<file path="src/rtl/ifu_prefetch_pkg.sv">
// Shared definitions for the instruction prefetch unit.
//   ifu_state_e        : prefetch FSM states (BOOT, RUN, DRAIN)
//   IFU_DEPTH_DEFAULT  : default instruction-queue depth / outstanding-request limit
package ifu_prefetch_pkg;

    localparam int unsigned IFU_DEPTH_DEFAULT = 4;

    typedef enum logic [1:0] {
        ST_BOOT  = 2'd0,
        ST_RUN   = 2'd1,
        ST_DRAIN = 2'd2
    } ifu_state_e;

endpackage

</file>
<file path="src/rtl/ifu_fifo.sv">
// Synchronous instruction queue, DEPTH entries of WIDTH bits ({pc, instr}).
// Ports:
//   clk, resetn  : clock, asynchronous active-low reset
//   flush_i      : empty the queue at the next edge (overrides push/pop)
//   push_i/data_i: write data_i at the tail
//   pop_i        : drop the head entry
//   data_o       : head entry, registered storage only; zero while empty
//   full_o/empty_o: occupancy flags
module ifu_fifo
    import ifu_prefetch_pkg::*;
#(
    parameter int unsigned DEPTH = IFU_DEPTH_DEFAULT,
    parameter int unsigned WIDTH = 64
) (
    input  logic             clk,
    input  logic             resetn,
    input  logic             flush_i,
    input  logic             push_i,
    input  logic [WIDTH-1:0] data_i,
    input  logic             pop_i,
    output logic [WIDTH-1:0] data_o,
    output logic             full_o,
    output logic             empty_o
);

    localparam int unsigned AW = $clog2(DEPTH);

    typedef logic [AW:0] fcnt_t;
    localparam fcnt_t FULL_CNT = fcnt_t'(DEPTH);

    logic [WIDTH-1:0] mem_q [DEPTH];
    logic [AW-1:0]    wptr_q, rptr_q;
    fcnt_t            cnt_q;
    logic             do_push, do_pop;

    assign empty_o = (cnt_q == '0);
    assign full_o  = (cnt_q == FULL_CNT);
    assign do_pop  = pop_i & ~empty_o;
    assign do_push = push_i & (~full_o | do_pop);

    // Head is masked while empty so a drained queue presents zeros, not stale words.
    assign data_o  = empty_o ? '0 : mem_q[rptr_q];

    always_ff @(posedge clk or negedge resetn) begin
        if (!resetn) begin
            wptr_q <= '0;
            rptr_q <= '0;
            cnt_q  <= '0;
        end else if (flush_i) begin
            wptr_q <= '0;
            rptr_q <= '0;
            cnt_q  <= '0;
        end else begin
            if (do_push) wptr_q <= wptr_q + 1'b1;
            if (do_pop)  rptr_q <= rptr_q + 1'b1;
            cnt_q <= cnt_q + fcnt_t'(do_push) - fcnt_t'(do_pop);
        end
    end

    always_ff @(posedge clk) begin
        if (do_push && !flush_i) mem_q[wptr_q] <= data_i;
    end

endmodule

</file>
<file path="src/rtl/ifu_prefetch.sv">
// Instruction prefetch unit: issues in-order word fetches on the instruction
// bus, queues responses, and handles redirects by discarding stale responses.
// Ports:
//   clk, resetn                 : clock, asynchronous active-low reset
//   redirect_i, redirect_pc_i   : flush and restart fetch at redirect_pc_i (word aligned)
//   consume_i                   : IF stage takes the head instruction
//   instr_valid_o/instr_o/instr_pc_o : head of the instruction queue
//   f_cmiss_o, f_arrival_o      : hazard-unit miss level and arrival pulse
//   imem_req_o/imem_addr_o/imem_gnt_i          : request channel
//   imem_rvalid_i/imem_rdata_i                 : in-order response channel
module ifu_prefetch
    import ifu_prefetch_pkg::*;
#(
    parameter int unsigned DEPTH    = IFU_DEPTH_DEFAULT,
    parameter logic [31:0] RESET_PC = 32'h0000_0000
) (
    input  logic        clk,
    input  logic        resetn,
    input  logic        redirect_i,
    input  logic [31:0] redirect_pc_i,
    input  logic        consume_i,
    output logic        instr_valid_o,
    output logic [31:0] instr_o,
    output logic [31:0] instr_pc_o,
    output logic        f_cmiss_o,
    output logic        f_arrival_o,
    output logic        imem_req_o,
    output logic [31:0] imem_addr_o,
    input  logic        imem_gnt_i,
    input  logic        imem_rvalid_i,
    input  logic [31:0] imem_rdata_i
);

    localparam int unsigned CW = $clog2(DEPTH + 1);
    localparam int unsigned SW = CW + 1;

    typedef logic [CW-1:0] cnt_t;
    typedef logic [SW-1:0] occ_t;
    localparam occ_t DEPTH_OCC = occ_t'(DEPTH);

    ifu_state_e  state_q, state_d;
    logic [31:0] fpc_q, fpc_d;
    logic [31:0] rpc_q, rpc_d;
    cnt_t        inflight_q, inflight_d;
    cnt_t        count_q, count_d;
    cnt_t        drop_q, drop_d;
    logic        req_q, req_d;
    logic        cmiss_q, cmiss_d;
    logic        arrival_q, arrival_d;

    logic        gnt_fire, rsp_fire, rsp_stale, enq, deq;
    logic [31:0] redir_pc;
    occ_t        occ_d;
    logic [63:0] head;
    logic        fifo_full, fifo_empty;

    assign redir_pc = redirect_pc_i & 32'hFFFF_FFFC;

    always_comb begin
        gnt_fire   = req_q & imem_gnt_i;
        // A response with nothing in flight is a bus protocol error and is ignored.
        rsp_fire   = imem_rvalid_i & (inflight_q != '0);
        rsp_stale  = rsp_fire & (drop_q != '0);
        deq        = consume_i & instr_valid_o;
        enq        = rsp_fire & ~rsp_stale & (~fifo_full | deq);

        inflight_d = inflight_q + cnt_t'(gnt_fire) - cnt_t'(rsp_fire);
        fpc_d      = fpc_q + (gnt_fire ? 32'd4 : 32'd0);
        rpc_d      = rpc_q + (enq ? 32'd4 : 32'd0);
        count_d    = count_q + cnt_t'(enq) - cnt_t'(deq);
        drop_d     = drop_q - cnt_t'(rsp_stale);

        // Redirect wins over this cycle's enqueue/dequeue; every request still
        // on the bus after this edge (including one granted now) becomes stale.
        if (redirect_i) begin
            fpc_d   = redir_pc;
            rpc_d   = redir_pc;
            count_d = '0;
            drop_d  = inflight_d;
        end

        state_d = state_q;
        unique case (state_q)
            ST_BOOT:  state_d = ST_RUN;
            ST_RUN:   if (redirect_i && drop_d != '0) state_d = ST_DRAIN;
            ST_DRAIN: if (!redirect_i && drop_d == '0) state_d = ST_RUN;
            default:  state_d = ST_BOOT;
        endcase

        // Outputs are registered from next-state values so they equal the
        // state-based definitions in the cycle they are observed.
        occ_d     = occ_t'(inflight_d) + occ_t'(count_d);
        req_d     = (state_d != ST_BOOT) && (occ_d < DEPTH_OCC);
        cmiss_d   = (state_d != ST_BOOT) && (count_d == '0);
        arrival_d = (count_q == '0) && (count_d != '0);
    end

    always_ff @(posedge clk or negedge resetn) begin
        if (!resetn) begin
            state_q    <= ST_BOOT;
            fpc_q      <= RESET_PC;
            rpc_q      <= RESET_PC;
            inflight_q <= '0;
            count_q    <= '0;
            drop_q     <= '0;
            req_q      <= 1'b0;
            cmiss_q    <= 1'b0;
            arrival_q  <= 1'b0;
        end else begin
            state_q    <= state_d;
            fpc_q      <= fpc_d;
            rpc_q      <= rpc_d;
            inflight_q <= inflight_d;
            count_q    <= count_d;
            drop_q     <= drop_d;
            req_q      <= req_d;
            cmiss_q    <= cmiss_d;
            arrival_q  <= arrival_d;
        end
    end

    ifu_fifo #(
        .DEPTH (DEPTH),
        .WIDTH (64)
    ) u_fifo (
        .clk     (clk),
        .resetn  (resetn),
        .flush_i (redirect_i),
        .push_i  (enq),
        .data_i  ({rpc_q, imem_rdata_i}),
        .pop_i   (deq),
        .data_o  (head),
        .full_o  (fifo_full),
        .empty_o (fifo_empty)
    );

    // Queue occupancy and count_q move in lockstep; the FIFO flag is the source.
    assign instr_valid_o = ~fifo_empty;
    assign instr_o       = head[31:0];
    assign instr_pc_o    = head[63:32];
    assign f_cmiss_o     = cmiss_q;
    assign f_arrival_o   = arrival_q;
    assign imem_req_o    = req_q;
    assign imem_addr_o   = fpc_q;

endmodule
</file>
<file path="config.mk">
export PLATFORM = sky130hd
export DESIGN_NAME = ifu_prefetch
export DESIGN_NICKNAME = d
export VERILOG_FILES = /design/src/rtl/ifu_prefetch_pkg.sv /design/src/rtl/ifu_fifo.sv /design/src/rtl/ifu_prefetch.sv
export SDC_FILE = /design/constraint.sdc
export NUM_CORES = 1
export LEC_CHECK = 0
export CELL_PAD_IN_SITES_DETAIL_PLACEMENT = 0
export CELL_PAD_IN_SITES_GLOBAL_PLACEMENT = 1
export CORE_UTILIZATION = 47
export DETAILED_ROUTE_END_ITERATION = 10
export HOLD_SLACK_MARGIN = 0.08
export PLACE_DENSITY = 0.92
export SLEW_MARGIN = 10
export SYNTH_ARGS = -nofsm -noshare
export SYNTH_HDL_FRONTEND = slang
export SYNTH_SLANG_ARGS = --single-unit
</file>
<file path="constraint.sdc">
create_clock -name clk -period 3.7 [get_ports clk]
set_input_delay 0.37 -clock clk [delete_from_list [all_inputs] [get_ports clk]]
set_output_delay 0.37 -clock clk [all_outputs]
set_load 0.005 [all_outputs]
</file>
==> summary.md, run 1 <==
| Metric | Value |
|---|---|
| Status | completed |
| Minimum clock period | 3.334 ns |
| GR Overflow Total | 0 |
| Pins Over Slew Limit | 0 |
| Worst slew margin | 36.51% |
| Primary FF master, synth | edfxtp_1 |
| HP Class | in2reg |
| Fin. Hold Viols | 0 |
| CTS tree | built |
| Total leakage power | 5.955 nW |
| Commonest non-fill, non-tap cell in the layout | edfxtp_1 |
| Fmax achieved | approximately 300 MHz |
| Share of cells above drive strength 1 | 15.38% |
| Overall Power | 0.01080 W |
| Die Wd | 175.1 um |
| Final Cycle Share | 90.12% |
| Maxcap violations | 0 |
| Power Density | approximately 620 nW/um^2 |
| Final ANT Viol Nets | 0 |
| Area delta synth->final | 22.88% |
| Ports | 170 |
| Most frequent cells in the layout | 248 x edfxtp_1, 161 x clkdlybuf4s50_1, 79 x dfrtp_1, 69 x and2_1, 62 x mux4_2 |
| Setup WS pre-CTS | 0.2470 ns |
| Slowest-stage cell, CP | or3_2 |
| Setup_tns | 0 ns |
| Post-synth EDFFs | between 200 and 250 |
| Detailed placement HPWL | 18240 um |
| Critical path depth in cells | 12 |
| Port bufs | 163 |
| Clk Latency, worst-skew pair | 0.51 ns |
| Setup ws final | 0.3656 ns |
| Post-cts gate resize count | 0 |
| Synth Instances | 879 |
| Final net count | ~1.1k |
| Worst Tran Pin Value | 0.9523 ns |
| Site Rows | 63 |
| Register area share after synthesis | 67.26% |
| VDD IR max | 0.4337 mV |
| Drt drc | 0 |
| Async S/R FF share, synth | 24.62% |
| Worst hold path depth | 2 |
| Inserted Diodes | 0 |
| Final Skew | ~0.018 ns |
| Critical R2R Launch | u_fifo.cnt_q[1] |
| Synthesized area | roughly 14000 um^2 |
| Critical-path maximum fanout | 4 |
| Hold Worst Slack | 0.2921 ns |
| Clock Path Buffers | 3 |
| Initial antenna violation count | 0 |
| Die height | 175.1 um |
| First-pass GRT wire length | 46770 um |
| TritonCTS buffer count | 34 |
| WL per Instance | 19.93 um |
| CP Cell Sequence | or3_2 > and2_0 > buf_4 > o21bai_1 > ha_1 > inv_1 > fa_1 > xnor3_1 > nor2_1 > ha_1 > or4_1 > a31oi_1 |
| Avg Vias per Cell | 5.652 |
| Violation count after the first detailed-route iteration | 527 |
| CP arrival | around 3.8 ns |
| Register-to-Register Path Depth | 12 |
| RSZ-0062 raised after global routing | no |
| Core area | 29560 um^2 |
| Syn avg cell area | 16.03 um^2 |
| Critical Path RT | 4.12 ns |
| Filler cell count | 2252 |
| Distinct cells, synth | 53 |
| Initial Util | 47.65% |
| Setup crit start | u_fifo.cnt_q[1] |
| Critical Path Max Stage Delay | 0.49 ns |
| Total of warnings raised by yosys | 0 |
| Vias | roughly 8.3k |
| Worst-path clk slew | 0.06 ns |
| Seq cells post-synth | 329 |
| H-tree depth | 2 |
| Crit path buf inv count | 2 |
| Root Driver | clkbuf_16 |
| Endpoint type of the worst setup path | flop |
| Crit path launch type | flop |
| WS Path Type | reg2reg |
| Critical path's most frequent cell | ha_1 |
| CP top delay family | simple AND/OR/NAND/NOR gates |
| Full die area | 30670 um^2 |
| GRT Util Overall | 19.60% |
| Clock sink count | approximately 330 |
| Largest net degree at the start of global routing | 65 |
| Via count of the first global-routing pass | ~8.4k |
| Startpoint of the worst hold path | redirect_i |
| DR pass1 iterations | 5 |
| Drt total wl | 29280 um |
| Routability Congestion | 0.7915 |
| Final setup fails | 0 |
[sequential cells by signal, indices dropped and copies added (netlist names), 2 cells and up]
signal,count
u_fifo.rptr_q,2
count_q,3
imem_addr_o,30
u_fifo.wptr_q,2
rpc_q,30
inflight_q,3
u_fifo.mem_q,248
state_q,2
drop_q,3
u_fifo.cnt_q,3
[logic make-up (layout without fill, tap and decap cells)]
| kind of cell | Yosys count | in the layout | share of synthesized area [%] |
|---|---|---|---|
| DFF | 329 | 329 | 67.26 |
| and+or+nand+nor | 292 | 292 | 12.42 |
| muxes | 81 | 81 | 11.42 |
| buffers and inverters | 70 | 267 | 2.052 |
| AOI/OAI and AO/OA | 58 | 58 | 2.940 |
| xor gates and xnor gates | 28 | 28 | 1.945 |
| adders and majority gates | 20 | 20 | 1.936 |
| other | 1 | 4 | 0.02662 |
[per-layer routing]
layer  track usage [%]  vias up  wire (um)
li1                  -     3773          -
met2             31.30      295      13990
met3             3.416       37       1920
met5                 0        -          0
met1             28.31     4198      12980
met4             4.275        0        383
[cells in the mapped netlist, types with 6 or more instances]
master    count  area share, %
a311oi_1      9           0.56
xnor2_1      19            1.2
inv_1        23           0.61
nor3_1       35            1.2
ha_1         17            1.5
edfxtp_1    248             53
nand3_1      19           0.68
a21oi_1       6           0.21
dfrtp_1      81             14
and2_1       69            3.1
nand4_1      18           0.80
nor4_1       16           0.71
xor2_1        7           0.44
nand2_1      15           0.40
and4_1       22            1.4
a211oi_1     15           0.80
mux2_2       18            1.4
and3_1       18           0.80
o21ai_0       9           0.32
nor2b_1      15           0.67
nor2_1       38            1.0
buf_2         9           0.32
clkbuf_1     32           0.85
mux4_2       62            9.9
[path summary, 6_finish.rpt]
check                             endpoint  slack (ns)
setup / recovery                imem_req_o        0.37
hold / removal             u_fifo.cnt_q[2]        0.29
setup reg to reg                imem_req_o        0.37
min in group asynchronous  imem_addr_o[13]        0.48
hold reg to reg                f_arrival_o        0.45
max in group asynchronous        rpc_q[24]        2.38
[final cells by class]
type | count | area, um^2 | share of cell area, %
multi-input cells | 483 | 4340 | 25.08
repair buffers | 184 | 1834 | 10.60
inverters | 23 | 86.33 | 0.4988
well taps | 390 | 488.0 | 2.819
clock buffers | 44 | 952.2 | 5.501
flip-flops and latches | 329 | 9479 | 54.76
clock inverters | 16 | 128.9 | 0.7445
[repair_timing]
action                                  4_1_cts  5_1_grt
hold buffers                                  1        0
hold endpoints to repair                     57        0
endpoints found under the setup margin        0        0
buffers inserted                              0        0
[per-stage QoR]
stage | util, % | instances | area [um^2]
after detailed placement | 54.87 | 1408 | 16220
after global placement | 54.87 | 1408 | 16220
final | 58.56 | 1469 | 17310
after global routing | 58.56 | 1469 | 17310
after CTS | 58.56 | 1469 | 17310
after floorplan | - | 882 | 14100
[power by group]
| group | internal, W | switching, W |
|---|---|---|
| Clock | 0.00195 | 0.00132 |
| Combinational | 0.00180 | 0.00117 |
| Sequential | 0.00423 | 0.000312 |
Power figures use the tool's default switching activity.
==> inputs of run 2 (changes only) <==
- CORE_UTILIZATION: 47 -> 40
- PLACE_DENSITY: 0.92 -> 0.82
==> run 2 against run 1 <==
  * Sequential cell count is the same
  * Combinational power barely moved
  * Hold slack worse by 0.011 ns
  * Power up 1.1%
  * Clock-buffer cell count fell by 2
  * First-iteration DRC count decreased by 0.95%
  * Cell area rose by 0.51%
  * Die area grew 17%
  * Global-route usage fell by 2.6 points
  * Largest cell class unchanged
==> summary.md, run 2 (synthesized netlist as in run 1, its figures left out) <==
| Metric | Value |
|---|---|
| Fin. Hold Viols | 0 (unchanged) |
| CP arrival | 3.73 ns (was 3.76 ns) |
| Clock sink count | 329 (unchanged) |
| Register-to-Register Path Depth | 12 (unchanged) |
| Initial Util | 40.68% (was 47.65%) |
| Minimum clock period | 3.301 ns (was 3.334 ns) |
| Clk Latency, worst-skew pair | 0.51 ns (about the same) |
| Critical Path RT | 4.13 ns (was 4.12 ns) |
| RSZ-0062 raised after global routing | no (unchanged) |
| Setup_tns | 0 ns (unchanged) |
| Slowest-stage cell, CP | or3_2 (unchanged) |
| TritonCTS buffer count | 36 (was 34) |
| Maxcap violations | 0 (unchanged) |
| Inserted Diodes | 0 (unchanged) |
| Final Skew | 0.008441 ns (was 0.01752 ns) |
| Final ANT Viol Nets | 0 (unchanged) |
| Most Crowded Layer GR | met2 (unchanged) |
| Final Cycle Share | 89.22% (was 90.12%) |
| Pins Over Slew Limit | 0 (unchanged) |
| Drt drc | 0 (unchanged) |
| Endpoint type of the worst setup path | flop (unchanged) |
| Initial antenna violation count | 0 (unchanged) |
| Detailed placement HPWL | 18530 um (was 18240 um) |
| Power Density | 627.7 nW/um^2 (was 624.0 nW/um^2) |
| Critical path depth in cells | 12 (unchanged) |
| Site Rows | 68 (was 63) |
| Drt total wl | 30110 um (was 29280 um) |
| Non-Filler Instances | 1538 (was 1469) |
| Total leakage power | 5.971 nW (was 5.955 nW) |
| Fin util | 50.24% (was 58.56%) |
| H-tree depth | 2 (unchanged) |
| Fin area | 17400 um^2 (was 17310 um^2) |
| Die Wd | 189.7 um (was 175.1 um) |
| GRT met3 Usage | 3.136% (was 3.416%) |
| Post-cts gate resize count | 0 (unchanged) |
| Critical Path Max Stage Delay | 0.49 ns (about the same) |
| Core area | 34630 um^2 (was 29560 um^2) |
| Avg Vias per Cell | 5.342 (was 5.652) |
| HP Class | in2reg (unchanged) |
| Critical R2R Launch | u_fifo.cnt_q[1] (unchanged) |
| CP top delay family | simple AND/OR/NAND/NOR gates (unchanged) |
| Placed cell count | 1473 (was 1408) |
| CTS tree | built (unchanged) |
| Post-CTS Repair Setup Buffers | 0 (unchanged) |
| CP endpoint | imem_req_o (unchanged) |
| Setup ws final | 0.3990 ns (was 0.3656 ns) |
| DR pass1 iterations | 5 (unchanged) |
| Commonest non-fill, non-tap cell in the layout | edfxtp_1 (unchanged) |
| Met1 Track Usage GR | 24.51% (was 28.31%) |
| Port bufs | 163 (unchanged) |
| Via count of the first global-routing pass | 8331 (was 8408) |
| Fmax achieved | 302.9 MHz (was 299.9 MHz) |
| Flop2flop setup slack | 0.40 ns (was 0.37 ns) |
| GR Overflow Total | 0 (unchanged) |
| Routability Congestion | 0.8493 (was 0.7915) |
| Crit path launch type | flop (unchanged) |
| Die height | 189.7 um (was 175.1 um) |
| Ports | 170 (unchanged) |
| Crit path buf inv count | 2 (unchanged) |
| CTS Hold Bufs | 1 (unchanged) |
| Setup crit start | u_fifo.cnt_q[1] (unchanged) |
| WL per Instance | 19.57 um (was 19.93 um) |
| Clock Path Buffers | 3 (unchanged) |
| VDD IR max | 0.3173 mV (was 0.4337 mV) |
| Worst Tran Pin Value | 0.9514 ns (was 0.9523 ns) |
| GRT Util Overall | 17.01% (was 19.60%) |
| Placed cell area | 16270 um^2 (was 16220 um^2) |
| Vias | 8216 (was 8303) |
| WS Path Type | reg2reg (unchanged) |
| Worst slew margin | 36.57% (was 36.51%) |
| CP Cell Sequence | or3_2 > and2_0 > buf_4 > o21bai_1 > ha_1 > inv_1 > fa_1 > xnor3_1 > nor2_1 > ha_1 > or4_1 > a31oi_1 (unchanged) |
| Critical path's most frequent cell | ha_1 (unchanged) |
| R2R Path End | imem_req_o (unchanged) |
| Largest net degree at the start of global routing | 65 (unchanged) |
| Worst-path clk slew | 0.06 ns (about the same) |
| Share of cells above drive strength 1 | 15.79% (was 15.38%) |
| Largest Register | u_fifo.mem_q (unchanged) |
| First-pass GRT wire length | 47130 um (was 46770 um) |
| M2 GR Usage | 26.66% (was 31.30%) |
| Full die area | 35970 um^2 (was 30670 um^2) |
| Critical-path maximum fanout | 4 (unchanged) |
| Status | completed (unchanged) |
| Final setup fails | 0 (unchanged) |
| Max reg flops | 248 (unchanged) |
| Area delta synth->final | 23.51% (was 22.88%) |
| Setup WS pre-CTS | 0.2374 ns (was 0.2470 ns) |
| Most frequent cells in the layout | 248 x edfxtp_1, 161 x clkdlybuf4s50_1, 79 x dfrtp_1, 69 x and2_1, 62 x mux4_2 (unchanged) |
| Violation count after the first detailed-route iteration | 522 (was 527) |
| Root Driver | clkbuf_16 (unchanged) |
| Final net count | 1147 (was 1145) |
run 2: changes by cell type in the layout (fill, tap and decap cells not counted), sizes merged:
cell / change
inv: +2
clkbuf: -2
clkinv: +4
run 2: worst min-delay path by stage:
stage                     startpoint  slack, ns  cells past startpoint                to
after floorplan               resetn       0.07                      0        count_q[0]
after global placement    count_q[2]       0.44                      1       f_arrival_o
after detailed placement  count_q[2]       0.44                      1       f_arrival_o
after CTS                 redirect_i       0.27                      2  u_fifo.rptr_q[1]
after global routing      redirect_i       0.30                      2   u_fifo.cnt_q[0]
final                     redirect_i       0.28                      2  u_fifo.rptr_q[1]
run 2: worst register-to-register path, stage by stage (launching register included):
cell and delay (ns):
dfrtp_1 0.40, or3_2 0.49, and2_0 0.19, buf_4 0.15, o21bai_1 0.20, ha_1 0.19
inv_1 0.05, fa_1 0.36, xnor3_1 0.18, nor2_1 0.17, ha_1 0.26, or4_1 0.46
a31oi_1 0.14
run 2: cell type report:
| type | count | area [um^2] |
|---|---|---|
| well taps | 455 | 569.3 |
| repair buffers | 184 | 1809 |
| multi-input cells | 483 | 4340 |
| flip-flops and latches | 329 | 9479 |
| fillers | 2878 | 17230 |
| clock buffers | 42 | 944.7 |
| clock inverters | 22 | 168.9 |
| inverters | 23 | 86.33 |
run 2: power by group:
part	internal (W)	switching, W
Sequential	0.00423	0.000286
Combinational	0.00179	0.00122
Clock	0.00197	0.00141
run 2: metal layers:
layer,part of all wire (%),vias to the layer above
li1,-,3795
met1,46,4130
met2,46,251
met3,5.8,40
met4,1.7,0
met5,0,-
run 2: per-stage QoR:
step / hold slack (ns) / total power (W)
2_1_floorplan: 0.07441 / 0.006129
3_3_place_gp: 0.4430 / 0.007626
3_5_place_dp: 0.4372 / 0.007667
4_1_cts: 0.2694 / 0.01108
5_1_grt: 0.2954 / 0.01151
6_report: 0.2811 / 0.01092
==> inputs of run 3 (changes only) <==
- SETUP_SLACK_MARGIN: default -> 0.1
==> results of run 3 <==
Same layout as run 2: the final DEF is identical, and so are final timing and power.
